[src/rtl/rf_pkg.sv]
// Shared constants and helpers for the register file and its storage cell.
package rf_pkg;

  localparam int RF_WIDTH = 16;
  localparam int RF_DEPTH = 16;

  // Ceiling log2 for deriving address widths from entry counts.
  function automatic int rf_clog2(input int n);
    int r;
    r = 0;
    while ((1 << r) < n) r++;
    return r;
  endfunction

endpackage

[src/rtl/rf_cell.sv]
// One storage entry: WIDTH-bit register with synchronous clear and write enable.
module rf_cell #(
  parameter int WIDTH = 16
) (
  input  logic             clk,
  input  logic             reset,
  input  logic             we_i,
  input  logic [WIDTH-1:0] d_i,
  output logic [WIDTH-1:0] q_o
);

  logic [WIDTH-1:0] data_q;
  logic [WIDTH-1:0] data_d;

  // Next value: hold unless this entry is selected for writing.
  always_comb begin
    data_d = data_q;
    if (we_i) data_d = d_i;
  end

  // Clear wins over a write arriving at the same edge.
  always_ff @(posedge clk) begin
    if (reset) data_q <= '0;
    else       data_q <= data_d;
  end

  assign q_o = data_q;

endmodule

[src/rtl/reg_file.sv]
// Two-read, one-write register file with optional hard-wired zero entry
// and optional same-cycle write-to-read forwarding.
module reg_file
  import rf_pkg::*;
#(
  parameter int WIDTH    = RF_WIDTH,
  parameter int DEPTH    = RF_DEPTH,
  parameter int ADDR_W   = rf_clog2(DEPTH),
  parameter int ZERO_REG = 1,
  parameter int BYPASS   = 1
) (
  input  logic              clk,
  input  logic              reset,
  input  logic              write_enable,
  input  logic [ADDR_W-1:0] write_addr,
  input  logic [WIDTH-1:0]  data_in,
  input  logic [ADDR_W-1:0] read_addr_a,
  input  logic [ADDR_W-1:0] read_addr_b,
  output logic [WIDTH-1:0]  data_out_a,
  output logic [WIDTH-1:0]  data_out_b
);

  logic [WIDTH-1:0] entry_q [DEPTH];
  logic             fwd_ok;

  // Storage: entry 0 is a constant zero when the zero register is enabled,
  // so it has no cell and no write decode.
  for (genvar i = 0; i < DEPTH; i++) begin : g_entry
    if ((ZERO_REG != 0) && (i == 0)) begin : g_zero
      assign entry_q[i] = '0;
    end else begin : g_cell
      rf_cell #(.WIDTH(WIDTH)) u_cell (
        .clk   (clk),
        .reset (reset),
        .we_i  (write_enable && (write_addr == ADDR_W'(i))),
        .d_i   (data_in),
        .q_o   (entry_q[i])
      );
    end
  end

  // Forwarding is allowed only for a write that will actually land: not
  // during reset and not to the hard-wired zero entry.
  always_comb begin
    fwd_ok = (BYPASS != 0) && write_enable && !reset;
    if ((ZERO_REG != 0) && (write_addr == '0)) fwd_ok = 1'b0;
  end

  // Port A read mux with forwarding.
  always_comb begin
    data_out_a = entry_q[read_addr_a];
    if (fwd_ok && (read_addr_a == write_addr)) data_out_a = data_in;
  end

  // Port B read mux with forwarding.
  always_comb begin
    data_out_b = entry_q[read_addr_b];
    if (fwd_ok && (read_addr_b == write_addr)) data_out_b = data_in;
  end

endmodule
[config.mk]
export PLATFORM = sky130hd
export DESIGN_NAME = reg_file
export DESIGN_NICKNAME = d
export VERILOG_FILES = /design/src/rtl/rf_pkg.sv /design/src/rtl/rf_cell.sv /design/src/rtl/reg_file.sv
export SDC_FILE = /design/constraint.sdc
export NUM_CORES = 1
export LEC_CHECK = 0
export ABC_CLOCK_PERIOD_IN_PS = 5340
export CORE_MARGIN = 2
export CORE_UTILIZATION = 45
export CTS_BUF_LIST = sky130_fd_sc_hd__clkbuf_8 sky130_fd_sc_hd__clkbuf_16
export CTS_CLUSTER_DIAMETER = 120
export DETAILED_ROUTE_END_ITERATION = 12
export GPL_TIMING_DRIVEN = 0
export PLACE_DENSITY = 0.67
export SLEW_MARGIN = 20
export SYNTH_ARGS = -nofsm -noshare
export SYNTH_HDL_FRONTEND = slang
export SYNTH_SLANG_ARGS = --single-unit
[constraint.sdc]
create_clock -name clk -period 5.34 [get_ports clk]
set_clock_uncertainty 0.2 [all_clocks]
set_input_delay 1.068 -clock clk [delete_from_list [all_inputs] [get_ports clk]]
set_output_delay 1.068 -clock clk [all_outputs]
set_load 0.03 [all_outputs]
==> implementation parameters, run 1 <==
Parameter                              Value

Power
  Final total power    roughly 4.2 mW
  Power density of the placed cells    290 mW/mm^2
  Peak VDD IR    239 uV
  Leakage power total    4.94 nW

Global routing
  Overflow left after global routing    0
  Overall routing resource usage    30.9%
  Largest net degree at the start of global routing    20
  Antenna violations before repair    2
  Number of global-route vias before repair    11457
  Global-route wire length before repair    68200 um

Place
  Number of placed instances, taps included    1880
  Post-DP HPWL    about 35000 um
  PortBufs    41
  GP Congestion    0.991

Clock tree
  Clock tree root driver cell    clkbuf_16
  Reg clk slew, reported paths    60 ps
  Total number of H-tree levels    1
  Number of buffers created by CTS    27
  Count of clock tree sinks    240
  Clock Latency Late Sink    roughly 540 ps
  Maximum clock path buffer count    3
  Clock tree from TritonCTS    done

Routing
  Drt pass-1 iters    8
  Via count    11653
  Number of nets with antenna violations after detailed routing    0
  Mean number of vias per cell    ~6.0
  Routed WL per cell    23.7 um
  Violation count after the first detailed-routing iteration    1350
  Final wirelength    45700 um
  DRC errors left    0

Cells and area
  Multi-input gate area    between 0.007 and 0.008 mm^2
  Share of final-layout standard cells stronger than drive strength 1    17.8%
  Number of flip-flops in the largest register    240
  Top library cells by usage in the layout, fill and taps aside    nand2_1 (493), a21oi_1 (240), dfxtp_1 (240)
  Relative area change from synthesis to final layout    14.4%
  Total area of sequential cells    around 0.0048 mm^2
  Non-filler instance count after layout    1928
  Most frequent standard cell in the layout excluding fill and tap cells    nand2_1
  Antenna Cells    0
  Layout Nets    approximately 1600
  Filler cell count in the final layout    2623

Logic synthesis
  Count of warnings emitted by yosys    0
  Synthesis-stage register bit count    240
  Number of standard cells after synthesis    1461
  Portion of the post-synthesis area used by sequential elements    approximately 38%
  Number of library cell types mapped by synthesis    33
  Post-Synthesis Cell Area    0.0127 mm^2
  Synth Area per Inst    8.72 um^2
  Net count after synthesis    1492

Critical path
  Critical Path RT    4070 ps
  Bufs and invs on worst path    4
  Crit path arrival time    4020 ps
  Cell with the largest stage delay on the worst path    clkdlybuf4s50_1
  Worst setup path class    in2out
  Stage delay of the slowest cell on the critical path    roughly 600 ps
  Dominant delay contributor by cell family on the critical path    buffers and inverters
  Sort of element at the end of the critical path    output pin
  Cell-by-cell listing of the critical path    clkdlybuf4s50_1, buf_6, buf_6, mux4_2, a22oi_1, o31ai_1, mux2_2, clkdlybuf4s50_1
  Crit path launch type    input port
  CP max FO    10

Floorplan
  Number of rows in the core area    61
  Core area    roughly 0.028 mm^2
  Die Height    172 um
  Die Wd    around 170 um
  Full die area    slightly below 0.03 mm^2
  IO Pins    63
  Initial Utilization    45.7%

STA
  Final number of hold-violating endpoints    0
  Highest achievable clock rate    189 MHz
  Number of slew-limit violations in the final report    0
  Min cycle time layout    5290 ps
  Post-route fraction of the period consumed by the critical path    99.1%
  Final setup violating endpoints    0
  Slew of the pin with the lowest slew margin    around 980 ps
  Unrepaired setup endpoints after global routing    false
  Slew headroom    34.0%

Flow run
  Max capacitance violation total    0

Min path
  Worst hold path class    reg2reg

Status
  Outcome    completed
-- per-stage QoR --
stage	worst slack, ps	util (%)	hold WS, ps	setup TNS (ps)	instance area, um^2
6_report	49.8	52.3	268	0	14600
5_1_grt	5.74	52.3	283	0	14600
4_1_cts	3.43	52.2	267	0	14500
3_5_place_dp	-145	48.9	259	-1190	13600
3_3_place_gp	-122	48.9	249	-896	13600
2_1_floorplan	1400	-	242	0	12700
-- power by group --
part / total [mW] / internal [mW] / switching, mW
Sequential: 1.83 / 1.81 / 0.0179
Combinational: 0.479 / 0.160 / 0.319
Clock: 1.92 / 1.14 / 0.777
Total: 4.23 / 3.12 / 1.11
-- tightest hold or removal path, cell delays in order (launching register included) --
cell	delay, ps
dfxtp_1	310
nand2_1	50
a21oi_1	50
-- layout make-up --
| type | count | area share [%] |
|---|---|---|
| Clock buffer | 33 | 5.20 |
| Tap cell | 378 | 3.24 |
| Sequential cell | 240 | 33.0 |
| Buffer | 146 | 4.88 |
| Multi-Input combinational cell | 1074 | 49.7 |
| Clock inverter | 16 | 1.04 |
| Timing Repair Buffer | 41 | 2.97 |
-- cells by family after synthesis --
logic type,share of synthesized area [%]
buffers and inverters,5.44
DFF,37.7
and+or+nand+nor,18.3
AOI/OAI and AO/OA,15.4
xor gates and xnor gates,0.550
muxes,22.6
-- synthesized netlist by cell type, drive strengths merged --
| cell | instances | area [um^2] |
|---|---|---|
| mux4 | 96 | 2160 |
| buf | 58 | 358 |
| a22oi | 32 | 240 |
| clkbuf | 89 | 335 |
| nor2 | 13 | 56.3 |
| nand3b | 2 | 15.0 |
| nor3b | 2 | 20.0 |
| dfxtp | 240 | 4800 |
| and3b | 2 | 17.5 |
| or3b | 1 | 8.76 |
| a2bb2oi | 2 | 17.5 |
| nor3 | 3 | 15.0 |
| xor2 | 8 | 70.1 |
| or3 | 2 | 12.5 |
| and2 | 2 | 12.5 |
| a221oi | 32 | 280 |
| nor2b | 38 | 238 |
| nand2 | 494 | 1860 |
| nand3 | 5 | 25.0 |
| a21oi | 240 | 1200 |
| nor4 | 3 | 31.3 |
| o31ai | 30 | 225 |
| and3 | 1 | 6.26 |
| mux2 | 64 | 721 |
| nand2b | 2 | 12.5 |
-- final timing paths --
kind         depth (start not counted)                              from                               end  slack, ps
min                                  2   g_entry[6].g_cell.u_cell.q_o[7]   g_entry[6].g_cell.u_cell.q_o[7]        270
max reg2reg                          2  g_entry[9].g_cell.u_cell.q_o[14]  g_entry[9].g_cell.u_cell.q_o[14]       4430
max                                  8                    read_addr_b[0]                     data_out_b[6]         50
min reg2reg                          2   g_entry[6].g_cell.u_cell.q_o[7]   g_entry[6].g_cell.u_cell.q_o[7]        270
-- repair_timing --
action	4_1_cts	5_1_grt
endpoints found under the setup margin	20	16
resized for setup	5	19
setup buffers	0	0
hold buffers	0	0
hold endpoints to repair	0	0
-- metal layers --
| layer | wire length (um) | global-route usage [%] |
|---|---|---|
| met4 | 1470 | 10.6 |
| met5 | 11 | 0 |
| met1 | 17800 | 39.6 |
| met2 | 21000 | 50.2 |
| met3 | 5410 | 8.88 |
Power figures use the tool's default switching activity.
==> run 2, diff against run 1 <==
--- a/config.mk
+++ b/config.mk
@@ -12,7 +12,8 @@
 export CTS_CLUSTER_DIAMETER = 120
 export DETAILED_ROUTE_END_ITERATION = 12
 export GPL_TIMING_DRIVEN = 0
-export PLACE_DENSITY = 0.67
+export HOLD_SLACK_MARGIN = 0.15
+export PLACE_DENSITY_LB_ADDON = 0.25
 export SLEW_MARGIN = 20
 export SYNTH_ARGS = -nofsm -noshare
 export SYNTH_HDL_FRONTEND = slang
==> implementation parameters, run 2 (synthesis results as in run 1) <==
Parameter                              Value

Status
  Outcome    completed

Power
  Leakage power total    5.01 nW (+1.4%)
  Peak VDD IR    191 uV (-20%)
  Final total power    4.20 mW (-0.61%)
  Power density of the placed cells    289 mW/mm^2 (-0.59%)

Floorplan
  Initial Utilization    45.7% (unchanged)
  Die Wd    172 um (unchanged)
  Die Height    172 um (unchanged)
  IO Pins    63 (unchanged)
  Core area    0.0279 mm^2 (unchanged)
  Number of rows in the core area    61 (unchanged)
  Full die area    0.0297 mm^2 (unchanged)

Clock tree
  Clock Latency Late Sink    560 ps (+20 ps)
  Clock tree from TritonCTS    done
  Hold-fix buffers at CTS    0 (unchanged)
  Maximum clock path buffer count    3 (unchanged)
  Total number of H-tree levels    1 (unchanged)
  Clock tree root driver cell    clkbuf_16
  Count of clock tree sinks    240 (unchanged)
  Number of buffers created by CTS    28 (+3.7%)
  Post-CTS Setup Inserts    0 (unchanged)
  Reg clk slew, reported paths    50 ps (about the same)

Routing
  Drt pass-1 iters    7 (-1)
  Via count    11707 (+0.46%)
  DRC errors left    0 (unchanged)
  Final wirelength    45200 um (-1.1%)
  Routed WL per cell    23.4 um (-1.1%)
  Number of nets with antenna violations after detailed routing    0 (unchanged)
  Mean number of vias per cell    6.07 (+0.46%)
  Violation count after the first detailed-routing iteration    1436 (+6.4%)

STA
  Highest achievable clock rate    188 MHz (-0.46%)
  Number of slew-limit violations in the final report    0 (unchanged)
  Slew of the pin with the lowest slew margin    865 ps (-118 ps)
  Slew headroom    41.9% (+7.9 points)
  Final number of hold-violating endpoints    0 (unchanged)
  Unrepaired setup endpoints after global routing    false
  Final setup violating endpoints    0 (unchanged)
  Post-route fraction of the period consumed by the critical path    99.5% (+0.46 points)
  Min cycle time layout    5310 ps (+24.6 ps)
  Hold_ws    267 ps (-1.01 ps)

Critical path
  Reg2Reg Setup Slack    4450 ps (+20 ps)
  CP max FO    10 (unchanged)
  Crit path arrival time    4050 ps (+30 ps)
  Worst setup path class    in2out
  Critical Path RT    4070 ps (about the same)
  Stage delay of the slowest cell on the critical path    750 ps (+150 ps)
  Cell with the largest stage delay on the worst path    clkdlybuf4s50_1
  Sort of element at the end of the critical path    output pin
  Crit path launch type    input port
  Critical Path Most Common Cell    clkdlybuf4s50_1
  Reg2Reg Capture Point    g_entry[15].g_cell.u_cell.q_o[14]
  Length in cells of the worst reg-to-reg path    2 (unchanged)
  Cell-by-cell listing of the critical path    clkdlybuf4s50_1, buf_2, clkbuf_1, a221oi_1, or3_1, a2bb2oi_1, clkdlybuf4s50_1
  Launch instance of the worst register-to-register path    g_entry[15].g_cell.u_cell.q_o[14]

Cells and area
  Total area of sequential cells    0.00480 mm^2 (unchanged)
  Layout Nets    1562 (+0.064%)
  Multi-input gate area    0.00724 mm^2 (unchanged)
  Relative area change from synthesis to final layout    14.4% (about the same)
  Share of final-layout standard cells stronger than drive strength 1    17.8% (unchanged)
  Design Area, Final    0.0146 mm^2 (about the same)
  Non-filler instance count after layout    1928 (unchanged)
  Top library cells by usage in the layout, fill and taps aside    nand2_1 (493), a21oi_1 (240), dfxtp_1 (240)
  Most frequent standard cell in the layout excluding fill and tap cells    nand2_1
  Filler cell count in the final layout    2629 (+0.23%)
  Antenna Cells    0 (unchanged)
  Number of flip-flops in the largest register    240 (unchanged)

Flow run
  Max capacitance violation total    0 (unchanged)

Place
  Number of placed instances, taps included    1880 (unchanged)
  Placement Cell Area    0.0136 mm^2 (unchanged)
  GP Congestion    1.02 (+3.1%)
  PortBufs    41 (unchanged)
  Post-DP HPWL    34100 um (-1.3%)

Global routing
  Number of global-route vias before repair    10988 (-4.1%)
  Met1 Use GR    41.8% (+2.3 points)
  Largest net degree at the start of global routing    20 (unchanged)
  Antenna violations before repair    0 (-2)
  Global-route wire length before repair    67800 um (-0.64%)
  Overall routing resource usage    30.9% (-0.048 points)
  Overflow left after global routing    0 (unchanged)
  Global routing's busiest layer    met2
  Met3 GRT Util    6.59% (-2.3 points)
  Met2 Resource Use GR    49.4% (-0.77 points)

Min path
  Worst hold path class    reg2reg
  Hold Path Stages    2 (unchanged)
  Worst hold path startpoint    g_entry[14].g_cell.u_cell.q_o[7]
  Worst min-delay path endpoint    g_entry[14].g_cell.u_cell.q_o[7]
==> run 2: power by group <==
group | internal (mW) | switching [mW] | leakage, nW | total, mW
logic | 0.159 | 0.319 | 2.60 | 0.478
clock network | 1.11 | 0.790 | 0.473 | 1.90
registers | 1.81 | 0.0172 | 1.94 | 1.83
==> run 2: timing repair <==
item,in CTS,in global routing
pin swaps,0,0
hold endpoints to repair,0,0
setup endpoints to repair,22,17
resized for setup,6,18
==> run 2: area by class of cell <==
type / count / area share [%]
timing repair buffer: 41 / 3.06
tap: 378 / 3.25
multi-input combinational: 1074 / 49.7
sequential: 240 / 33.0
clock buffer: 35 / 5.55
buffer: 146 / 4.83
clock inverter: 14 / 0.635
==> run 2: per-stage QoR <==
step	utilization [%]	setup slack, ps	TNS [ps]
after floorplan	-	1400	0
after global placement	48.9	-138	-1600
after detailed placement	48.9	-146	-1500
after CTS	52.2	3.18	0
after global routing	52.3	20.2	0
final	52.3	25.2	0
==> run 2: worst max path at each step <==
stage | from | endpoint | slack [ps]
finish | read_addr_a[2] | data_out_a[14] | 30
global route | read_addr_a[0] | data_out_a[11] | 20
CTS | read_addr_b[0] | data_out_b[9] | 3
detailed placement | read_addr_b[2] | data_out_b[5] | -150
global placement | read_addr_a[2] | data_out_a[5] | -140
floorplan | read_addr_b[1] | data_out_b[14] | 1400
==> run 2: routing by layer <==
| layer | share of wire [%] | up-vias |
|---|---|---|
| li1 | - | 5267 |
| met3 | 11 | 104 |
| met1 | 40 | 5656 |
| met4 | 3.5 | 0 |
| met5 | 0 | - |
| met2 | 45 | 680 |
==> run 2: worst max-delay path: cells and delay by family <==
kind / cells / cell delay (ps)
buffers and inverters: 4 / 2090
AO/OA/AOI/OAI: 2 / 500
AND/OR/NAND/NOR: 1 / 370
